### config.mk
export PLATFORM = sky130hd
export DESIGN_NAME = oram_req_arbiter
export DESIGN_NICKNAME = d
export VERILOG_FILES = /design/src/rtl/oram_req_arbiter_pkg.sv /design/src/rtl/oram_req_arbiter_rr_pick.sv /design/src/rtl/oram_req_arbiter.sv
export SDC_FILE = /design/constraint.sdc
export NUM_CORES = 1
export LEC_CHECK = 0
export BUFFER_PORTS_ARGS = -buffer_cell sky130_fd_sc_hd__buf_4
export CAP_MARGIN = 20
export CORE_AREA = 8 8 248 250
export CTS_CLUSTER_SIZE = 24
export DETAILED_ROUTE_END_ITERATION = 8
export DIE_AREA = 0 0 256 258
export PLACE_DENSITY = 0.39
export SYNTH_ARGS = -nofsm -noshare
export SYNTH_HDL_FRONTEND = slang
export SYNTH_SLANG_ARGS = --single-unit
### constraint.sdc
create_clock -name Clock -period 3.1 [get_ports Clock]
set_clock_uncertainty 0.05 [all_clocks]
set_input_delay 0.62 -clock Clock [delete_from_list [all_inputs] [get_ports Clock]]
set_output_delay 0.62 -clock Clock [all_outputs]
set_load 0.005 [all_outputs]
### src/rtl/oram_req_arbiter_pkg.sv
// Shared ORAM constants: backend command encodings, arbiter FSM states and
// small command classification helpers.
package oram_req_arbiter_pkg;

  localparam logic [1:0] BECMD_Update  = 2'd0;
  localparam logic [1:0] BECMD_Append  = 2'd1;
  localparam logic [1:0] BECMD_Read    = 2'd2;
  localparam logic [1:0] BECMD_ReadRmv = 2'd3;

  typedef enum logic [1:0] {
    ST_IDLE  = 2'd0,
    ST_CMD   = 2'd1,
    ST_WDATA = 2'd2,
    ST_RDATA = 2'd3
  } arb_state_e;

  // Commands that carry a block of write data toward the controller.
  function automatic logic becmd_is_write(input logic [1:0] cmd);
    return (cmd == BECMD_Update) || (cmd == BECMD_Append);
  endfunction

  // Commands that return a block of data from the controller.
  function automatic logic becmd_is_read(input logic [1:0] cmd);
    return (cmd == BECMD_Read) || (cmd == BECMD_ReadRmv);
  endfunction

endpackage

### src/rtl/oram_req_arbiter_rr_pick.sv
// Round-robin selector: finds the first requester at or after prio,
// wrapping from NumReq-1 back to 0, and returns it as index and one-hot.
module rr_pick #(
  parameter int NumReq = 4,
  parameter int IdxW   = 2
) (
  input  logic [NumReq-1:0] req,
  input  logic [IdxW-1:0]   prio,
  output logic              any,
  output logic [IdxW-1:0]   idx,
  output logic [NumReq-1:0] onehot
);

  logic [IdxW-1:0] cand;

  // Scan candidates in rotated order; the first hit wins.
  always_comb begin
    any    = 1'b0;
    idx    = '0;
    onehot = '0;
    cand   = '0;
    for (int i = 0; i < NumReq; i++) begin
      cand = IdxW'((int'(prio) + i) % NumReq);
      if (!any && req[cand]) begin
        any          = 1'b1;
        idx          = cand;
        onehot[cand] = 1'b1;
      end
    end
  end

endmodule

### src/rtl/oram_req_arbiter.sv
// Arbitrates several network requesters onto one ORAM controller. A granted
// requester owns the controller for one command plus one full block of
// write or read data; valid/ready are passed through combinationally so a
// chunk can move every cycle.
module oram_req_arbiter
  import oram_req_arbiter_pkg::*;
#(
  parameter int NumReq            = 4,
  parameter int FEDWidth          = 64,
  parameter int BECMDWidth        = 2,
  parameter int ORAMU             = 32,
  parameter int BlkSize_FEDChunks = 8
) (
  input  logic                         Clock,
  input  logic                         Reset,
  input  logic [NumReq-1:0]            ReqCmdValid,
  output logic [NumReq-1:0]            ReqCmdReady,
  input  logic [NumReq*BECMDWidth-1:0] ReqCmd,
  input  logic [NumReq*ORAMU-1:0]      ReqAddr,
  input  logic [NumReq-1:0]            ReqDataValid,
  output logic [NumReq-1:0]            ReqDataReady,
  input  logic [NumReq*FEDWidth-1:0]   ReqData,
  output logic [NumReq-1:0]            RespDataValid,
  input  logic [NumReq-1:0]            RespDataReady,
  output logic [FEDWidth-1:0]          RespData,
  output logic                         OCmdValid,
  input  logic                         OCmdReady,
  output logic [BECMDWidth-1:0]        OCmd,
  output logic [ORAMU-1:0]             OAddr,
  output logic                         ODataValid,
  input  logic                         ODataReady,
  output logic [FEDWidth-1:0]          OData,
  input  logic                         ORetValid,
  output logic                         ORetReady,
  input  logic [FEDWidth-1:0]          ORetData,
  output logic [NumReq-1:0]            Grant
);

  localparam int IdxW = (NumReq > 1) ? $clog2(NumReq) : 1;
  localparam int CntW = $clog2(BlkSize_FEDChunks + 1);

  arb_state_e        state, state_n;
  logic [IdxW-1:0]   owner, owner_n;
  logic [IdxW-1:0]   prio, prio_n;
  logic [NumReq-1:0] grant, grant_n;
  logic [CntW-1:0]   cnt, cnt_n;

  logic              pick_any;
  logic [IdxW-1:0]   pick_idx;
  logic [NumReq-1:0] pick_onehot;

  logic [BECMDWidth-1:0] cmd_arr  [NumReq];
  logic [ORAMU-1:0]      addr_arr [NumReq];
  logic [FEDWidth-1:0]   data_arr [NumReq];

  rr_pick #(
    .NumReq (NumReq),
    .IdxW   (IdxW)
  ) u_rr_pick (
    .req    (ReqCmdValid),
    .prio   (prio),
    .any    (pick_any),
    .idx    (pick_idx),
    .onehot (pick_onehot)
  );

  // Unpack the per-requester buses so the owner can index them directly.
  always_comb begin
    for (int p = 0; p < NumReq; p++) begin
      cmd_arr[p]  = ReqCmd[p*BECMDWidth +: BECMDWidth];
      addr_arr[p] = ReqAddr[p*ORAMU +: ORAMU];
      data_arr[p] = ReqData[p*FEDWidth +: FEDWidth];
    end
  end

  // Data paths always follow the owner; only the handshakes are gated by state.
  assign OCmd     = cmd_arr[owner];
  assign OAddr    = addr_arr[owner];
  assign OData    = data_arr[owner];
  assign RespData = ORetData;
  assign Grant    = grant;

  // Next-state, ownership bookkeeping and handshake steering.
  always_comb begin
    state_n       = state;
    owner_n       = owner;
    prio_n        = prio;
    grant_n       = grant;
    cnt_n         = cnt;
    OCmdValid     = 1'b0;
    ODataValid    = 1'b0;
    ORetReady     = 1'b0;
    ReqCmdReady   = '0;
    ReqDataReady  = '0;
    RespDataValid = '0;
    case (state)
      ST_IDLE: begin
        if (pick_any) begin
          state_n = ST_CMD;
          owner_n = pick_idx;
          grant_n = pick_onehot;
          prio_n  = (pick_idx == IdxW'(NumReq - 1)) ? '0 : pick_idx + IdxW'(1);
        end
      end
      ST_CMD: begin
        OCmdValid          = 1'b1;
        ReqCmdReady[owner] = OCmdReady;
        if (OCmdReady) begin
          if (becmd_is_write(2'(OCmd))) begin
            state_n = ST_WDATA;
          end else if (becmd_is_read(2'(OCmd))) begin
            state_n = ST_RDATA;
          end else begin
            state_n = ST_IDLE;
            grant_n = '0;
          end
        end
      end
      ST_WDATA: begin
        ODataValid          = ReqDataValid[owner];
        ReqDataReady[owner] = ODataReady;
        if (ReqDataValid[owner] && ODataReady) begin
          if (cnt == CntW'(BlkSize_FEDChunks - 1)) begin
            cnt_n   = '0;
            state_n = ST_IDLE;
            grant_n = '0;
          end else begin
            cnt_n = cnt + CntW'(1);
          end
        end
      end
      ST_RDATA: begin
        RespDataValid[owner] = ORetValid;
        ORetReady            = RespDataReady[owner];
        if (ORetValid && RespDataReady[owner]) begin
          if (cnt == CntW'(BlkSize_FEDChunks - 1)) begin
            cnt_n   = '0;
            state_n = ST_IDLE;
            grant_n = '0;
          end else begin
            cnt_n = cnt + CntW'(1);
          end
        end
      end
      default: begin
        state_n = ST_IDLE;
        grant_n = '0;
        cnt_n   = '0;
      end
    endcase
  end

  // Control state register with synchronous reset.
  always_ff @(posedge Clock) begin
    if (Reset) begin
      state <= ST_IDLE;
      owner <= '0;
      prio  <= '0;
      grant <= '0;
      cnt   <= '0;
    end else begin
      state <= state_n;
      owner <= owner_n;
      prio  <= prio_n;
      grant <= grant_n;
      cnt   <= cnt_n;
    end
  end

endmodule

==> impl_metrics.csv, run 1 <==
group,metric,value,unit
critical_path,cpMaxStageDelayCell,"dfxtp_4",
floorplanning,io_pins,654,
timing,hold_viol,0,
floorplanning,start_util,7.17,%
pwr,switching_share,39.9,%
logic_synthesis,syn_nets,821,
clocking,numClockSinks,14,
logic_synthesis,synthAdderAreaFrac,2.43,%
pwr,p_total,4.17,mW
critical_path,cp.required,2430,ps
detailed_routing,drt_iter0_markers,319,
detailed_routing,drc_errors,0,
timing,fin_crit_sh,88.3,%
logic_synthesis,seq_area_frac_synth,6.81,%
floorplanning,die-area,0.0660,mm²
critical_path,crit_fanout,40,
critical_path,start_kind,"flip-flop",
clocking,cts-buffers-inserted,3,
timing,rsz0062_at_grt,"no",
logic_synthesis,async_reset_ff_share,0,%
pwr,power.density,484,mW/mm²
logic_synthesis,synth_area,0.00411,mm²
grt,antenna_found_initial,29,
floorplanning,core_area,0.0574,mm²
worst_hold_path,min-delay-start,"Grant[3]",
timing,worst_slew_pin_slew,524,ps
pwr,sequentialPowerShare,8.7,%
critical_path,r2r_setup_slack,520,ps
clocking,cts_tree,"done",
layout,area_growth,109,%
critical_path,cp_cell_sequence,"buf_12, mux4_2, buf_4",
detailed_routing,routed_wl,43100,µm
critical_path,critPathLaunch,"owner[0]",
logic_synthesis,synth_top_flop_cell,"dfxtp_1",
pwr,p_leak,3.67,nW
detailed_routing,firstDrtPassIters,4,
layout,drive_gt1_share,83.5,%
pwr,p_sw,1.66,mW
logic_synthesis,synth_cell_types,54,
logic_synthesis,synth-xor-area-share,0.426,%
clocking,clk_path_buf_depth,2,
grt,grt_overflow,0,
floorplanning,num_rows,88,
clocking,htree_levels,1,
logic_synthesis,yosys.area_share.simple,10.2,%
pwr,clockPowerShare,6.6,%
critical_path,path_buf_inv,2,
logic_synthesis,yosys_warnings,0,
logic_synthesis,synthMuxAreaShare,57.0,%
logic_synthesis,synth_top_family_by_area,"multiplexers",
clocking,cts_hold_buf,0,
logic_synthesis,synth_edf_count,0,
layout,nNetsFinal,1266,
timing,slew_viol_final,0,
logic_synthesis,synth_cells,340,
clocking,cts.repair.resized,0,
grt,grt_max_degree,55,
pwr,p_int,2.50,mW
timing,setup_viol,0,
detailed_routing,vias_per_cell,3.37,
worst_hold_path,hp-class,"flip-flop to flip-flop",
detailed_routing,vias,5233,
clocking,root_buffer,"clkbuf_16",
grt,grt_pass1_vias,5822,
status,status,"finished clean",
timing,max_slew_margin,65.0,%
critical_path,cp.arrival,2070,ps
detailed_routing,ant_nets,0,
logic_synthesis,synth-seq-cells,14,
flow_run,max_cap_violations,0,
critical_path,cp_slowest_stage_delay,640,ps
clocking,postCtsSetupBuffers,0,
pwr,comb_power_share,84.8,%
pwr,ir_drop,0.000259,V
critical_path,cp_top_family,"flip-flops",
floorplanning,dieWidth,256,µm
grt,grt_usage,12.2,%
timing,whs,439,ps
grt,grt_pass1_wl,55700,µm
logic_synthesis,synth_compound_area_share,6.60,%
timing,finalSetupTns,0,ps
timing,fmax,365,MHz
logic_synthesis,postSynthAreaPerCell,12.1,µm²
clocking,clkTransAtPathRegs,50,ps
floorplanning,dieHeight,258,µm
detailed_routing,wl_per_cell,27.7,µm
place,io_buffers,525,
layout,final_util,15.0,%
timing,fin_crit,2740,ps
clocking,insertion_delay,250,ps
place,hpwl,40100,µm
critical_path,path_class,"flip-flop to output port",
place,globalplace.congestion,0.872,
critical_path,crit_path_end_kind,"output port",
## routing by layer
layer	share of wire, %	GRT usage [%]	vias to the layer above
li1	-	-	2240
met1	37	13.3	2491
met2	50	21.3	447
met3	11	5.68	47
met4	1.8	2.72	8
met5	0.29	1.17	-
## flip-flops by register name, indices dropped and copies added, names as in the netlist, named ones only
register,flops
prio,1
cnt,4
owner,2
state,2
Grant,4
## cells by family after synthesis
group	Yosys count
AO/OA/AOI/OAI	35
XOR/XNOR	2
adder cells (fa/ha/maj)	8
buffers and inverters	102
flip-flops	14
multiplexers	105
AND/OR/NAND/NOR	74
## area by class of cell
cell class	count	area (µm²)
multi-input combinational	224	3150
inverter	5	18.8
clock buffer	4	88.8
antenna	6	15.0
timing repair buffer	537	4090
tap	765	957
fill	6484	48800
sequential	14	288
## power by group through the flow
stage          logic [mW]  registers, mW  clock network, mW
5_1_grt              3.79          0.383              0.290
3_3_place_gp         3.59          0.376                  0
2_1_floorplan        1.96          0.277                  0
4_1_cts              3.61          0.373              0.283
6_report             3.53          0.362              0.273
3_5_place_dp         3.60          0.374                  0
## synth_stat cells, types with 2 or more instances
master     number  area share (%)
ha_1            8             2.4
a21oi_1         2            0.24
nand2_1        12             1.1
nor2b_1         5            0.76
a221oi_1        5             1.1
nor3b_1         3            0.55
nand3_1         2            0.24
inv_1           5            0.46
and3b_1         2            0.43
clkbuf_1       11             1.0
mux4_2        102              56
a22oi_1         2            0.36
o211ai_1        3            0.55
buf_2           8            0.97
o2bb2ai_1       4            0.85
buf_1           6            0.55
o22ai_1         4            0.61
buf_4          66              12
nor3_1          6            0.73
or3_1           2            0.30
o21ai_0         2            0.24
buf_6           4             1.1
or4_1           2            0.36
dfxtp_1        14             6.8
mux2i_1         2            0.49
nand2b_1        4            0.61
a22o_1          4            0.85
nor2_1         21             1.9
and3_1          4            0.61
## placed cells by master (no fill, tap or decap), types with 2 or more instances in the layout
master       n
a21oi_1      2
a221oi_1     5
a22o_1       4
a22oi_1      2
and3_1       4
and3b_1      2
buf_12       5
buf_4      532
clkbuf_16    3
dfxtp_1     12
dfxtp_4      2
diode_2      6
ha_1         8
inv_1        5
mux2i_1      2
mux4_2     102
nand2_1     12
nand2b_1     4
nand3_1      2
nor2_1      21
nor2b_1      5
nor3_1       6
nor3b_1      3
o211ai_1     3
o21ai_0      2
o22ai_1      4
o2bb2ai_1    4
or3_1        2
or4_1        2
## final timing paths
kind	to	cells after the start
setup reg to reg	prio[1]	7
setup / recovery	OData[7]	3
hold / removal	Grant[3]	1
hold reg to reg	Grant[3]	1
## through the flow
stage | instances | worst slack [ps] | instance area, µm²
2_1_floorplan | 340 | 482 | 4110
3_5_place_dp | 1545 | 546 | 8510
6_report | 1555 | 362 | 8610
5_1_grt | 1554 | 229 | 8610
3_3_place_gp | 1545 | 548 | 8510
4_1_cts | 1549 | 287 | 8600
Power figures use the tool's default switching activity.
==> run 2: changes to the inputs <==
==> constraint.sdc (replaced) <==
create_clock -name Clock -period 2.9 [get_ports Clock]
set_clock_uncertainty 0.05 [all_clocks]
set_input_delay 0.58 -clock Clock [delete_from_list [all_inputs] [get_ports Clock]]
set_output_delay 0.58 -clock Clock [all_outputs]
set_load 0.005 [all_outputs]
==> impl_metrics.csv, run 2 (synthesis gave the netlist of run 1 again) <==
group,metric,value,unit
clocking,cts_tree,"done",
timing,rsz0062_at_grt,"no",
floorplanning,die-area,0.0660,mm²
pwr,ir_drop,0.000196,V
clocking,insertion_delay,250,ps
worst_hold_path,min-delay-start,"Grant[3]",
clocking,htree_levels,1,
critical_path,cp_cell_sequence,"buf_12, mux4_2, buf_4",
floorplanning,num_rows,88,
grt,grt_pass1_vias,5694,
critical_path,reg2regPathDepth,7,
grt,grt_usage,12.3,%
detailed_routing,firstDrtPassIters,4,
place,globalplace.congestion,0.856,
critical_path,r2r-end,"prio[1]",
floorplanning,io_pins,654,
floorplanning,dieWidth,256,µm
grt,grt_max_degree,40,
floorplanning,dieHeight,258,µm
place,dp.cells,1542,
detailed_routing,drc_errors,0,
clocking,clk_path_buf_depth,2,
critical_path,start_kind,"flip-flop",
layout,final_cell_mix,"529 x buf_4, 102 x mux4_2, 21 x nor2_1",
floorplanning,core_area,0.0574,mm²
clocking,cts.repair.resized,0,
timing,fin_crit,2610,ps
critical_path,r2r_setup_slack,370,ps
layout,final_cells,1552,
critical_path,worstReg2RegStart,"prio[1]",
pwr,p_total,4.41,mW
detailed_routing,wl_per_cell,28.1,µm
clocking,cts_hold_buf,0,
place,placed_cell_area,0.00849,mm²
layout,drive_gt1_share,83.5,%
timing,whs,432,ps
critical_path,path_class,"flip-flop to output port",
timing,finalSetupTns,0,ps
floorplanning,start_util,7.17,%
critical_path,crit_fanout,39,
critical_path,cp.arrival,1980,ps
detailed_routing,routed_wl,43600,µm
critical_path,crit_path_end_kind,"output port",
layout,final_area,0.00859,mm²
place,hpwl,40500,µm
critical_path,cpMaxStageDelayCell,"mux4_2",
critical_path,cp_slowest_stage_delay,600,ps
layout,area_growth,109,%
timing,worst_slew_pin_slew,559,ps
grt,grt_pass1_wl,56000,µm
clocking,postCtsSetupBuffers,0,
clocking,cts-buffers-inserted,3,
flow_run,max_cap_violations,0,
clocking,clkTransAtPathRegs,50,ps
timing,fmax,383,MHz
worst_hold_path,hold_end,"Grant[3]",
clocking,numClockSinks,14,
grt,grt_overflow,0,
timing,slew_viol_final,0,
detailed_routing,vias,5243,
clocking,root_buffer,"clkbuf_16",
timing,setup_viol,0,
timing,hold_viol,0,
pwr,power.density,514,mW/mm²
detailed_routing,ant_nets,0,
detailed_routing,vias_per_cell,3.38,
layout,final_common_cell,"buf_4",
detailed_routing,drt_iter0_markers,303,
status,status,"finished clean",
worst_hold_path,min_path_cells,1,
timing,fin_crit_sh,90.1,%
critical_path,cp.required,2270,ps
grt,antenna_found_initial,35,
place,io_buffers,525,
pwr,p_leak,3.65,nW
timing,max_slew_margin,62.7,%
layout,nNetsFinal,1263,
worst_hold_path,hp-class,"flip-flop to flip-flop",
run 2: metal layers:
layer	GRT usage (%)	part of all wire, %	vias up
li1	-	-	2227
met1	12.5	34	2491
met2	21.2	49	442
met3	7.76	14	63
met4	2.13	2.1	20
met5	2.12	0.68	-
run 2: where the power goes:
part / switching [mW] / leakage, nW / internal [mW]
Sequential: 0.138 / 0.116 / 0.249
Combinational: 1.53 / 3.49 / 2.20
Clock: 0.0850 / 0.0442 / 0.209
Total: 1.75 / 3.65 / 2.66
run 2: final cells by class:
| type | instances | area (µm²) |
|---|---|---|
| well taps | 765 | 957 |
| flip-flops and latches | 14 | 288 |
| fillers | 6487 | 48800 |
| clock buffers | 4 | 88.8 |
| inverters | 5 | 18.8 |
| multi-input cells | 224 | 3150 |
| repair buffers | 534 | 4070 |
| diodes | 6 | 15.0 |
run 2: per-stage QoR:
stage / utilization, % / setup WS (ps)
2_1_floorplan: - / 282
3_3_place_gp: 14.8 / 448
3_5_place_dp: 14.8 / 427
4_1_cts: 14.9 / 205
5_1_grt: 15.0 / 152
6_report: 15.0 / 287
run 2: worst max path at each step:
stage | startpoint | to | slack, ps | depth (start not counted)
finish | owner[0] | OData[0] | 290 | 3
global route | owner[0] | OData[0] | 150 | 3
CTS | owner[0] | OData[0] | 210 | 3
detailed placement | prio[1] | prio[1] | 430 | 7
global placement | prio[1] | prio[1] | 450 | 7
floorplan | flip-flop | prio[1] | 280 | 9
run 2: critical path, delay by kind of cell, from the launching register on:
kind,cells,cell delay [ps]
flops,1,590
buf+inv,2,520
mux,1,600
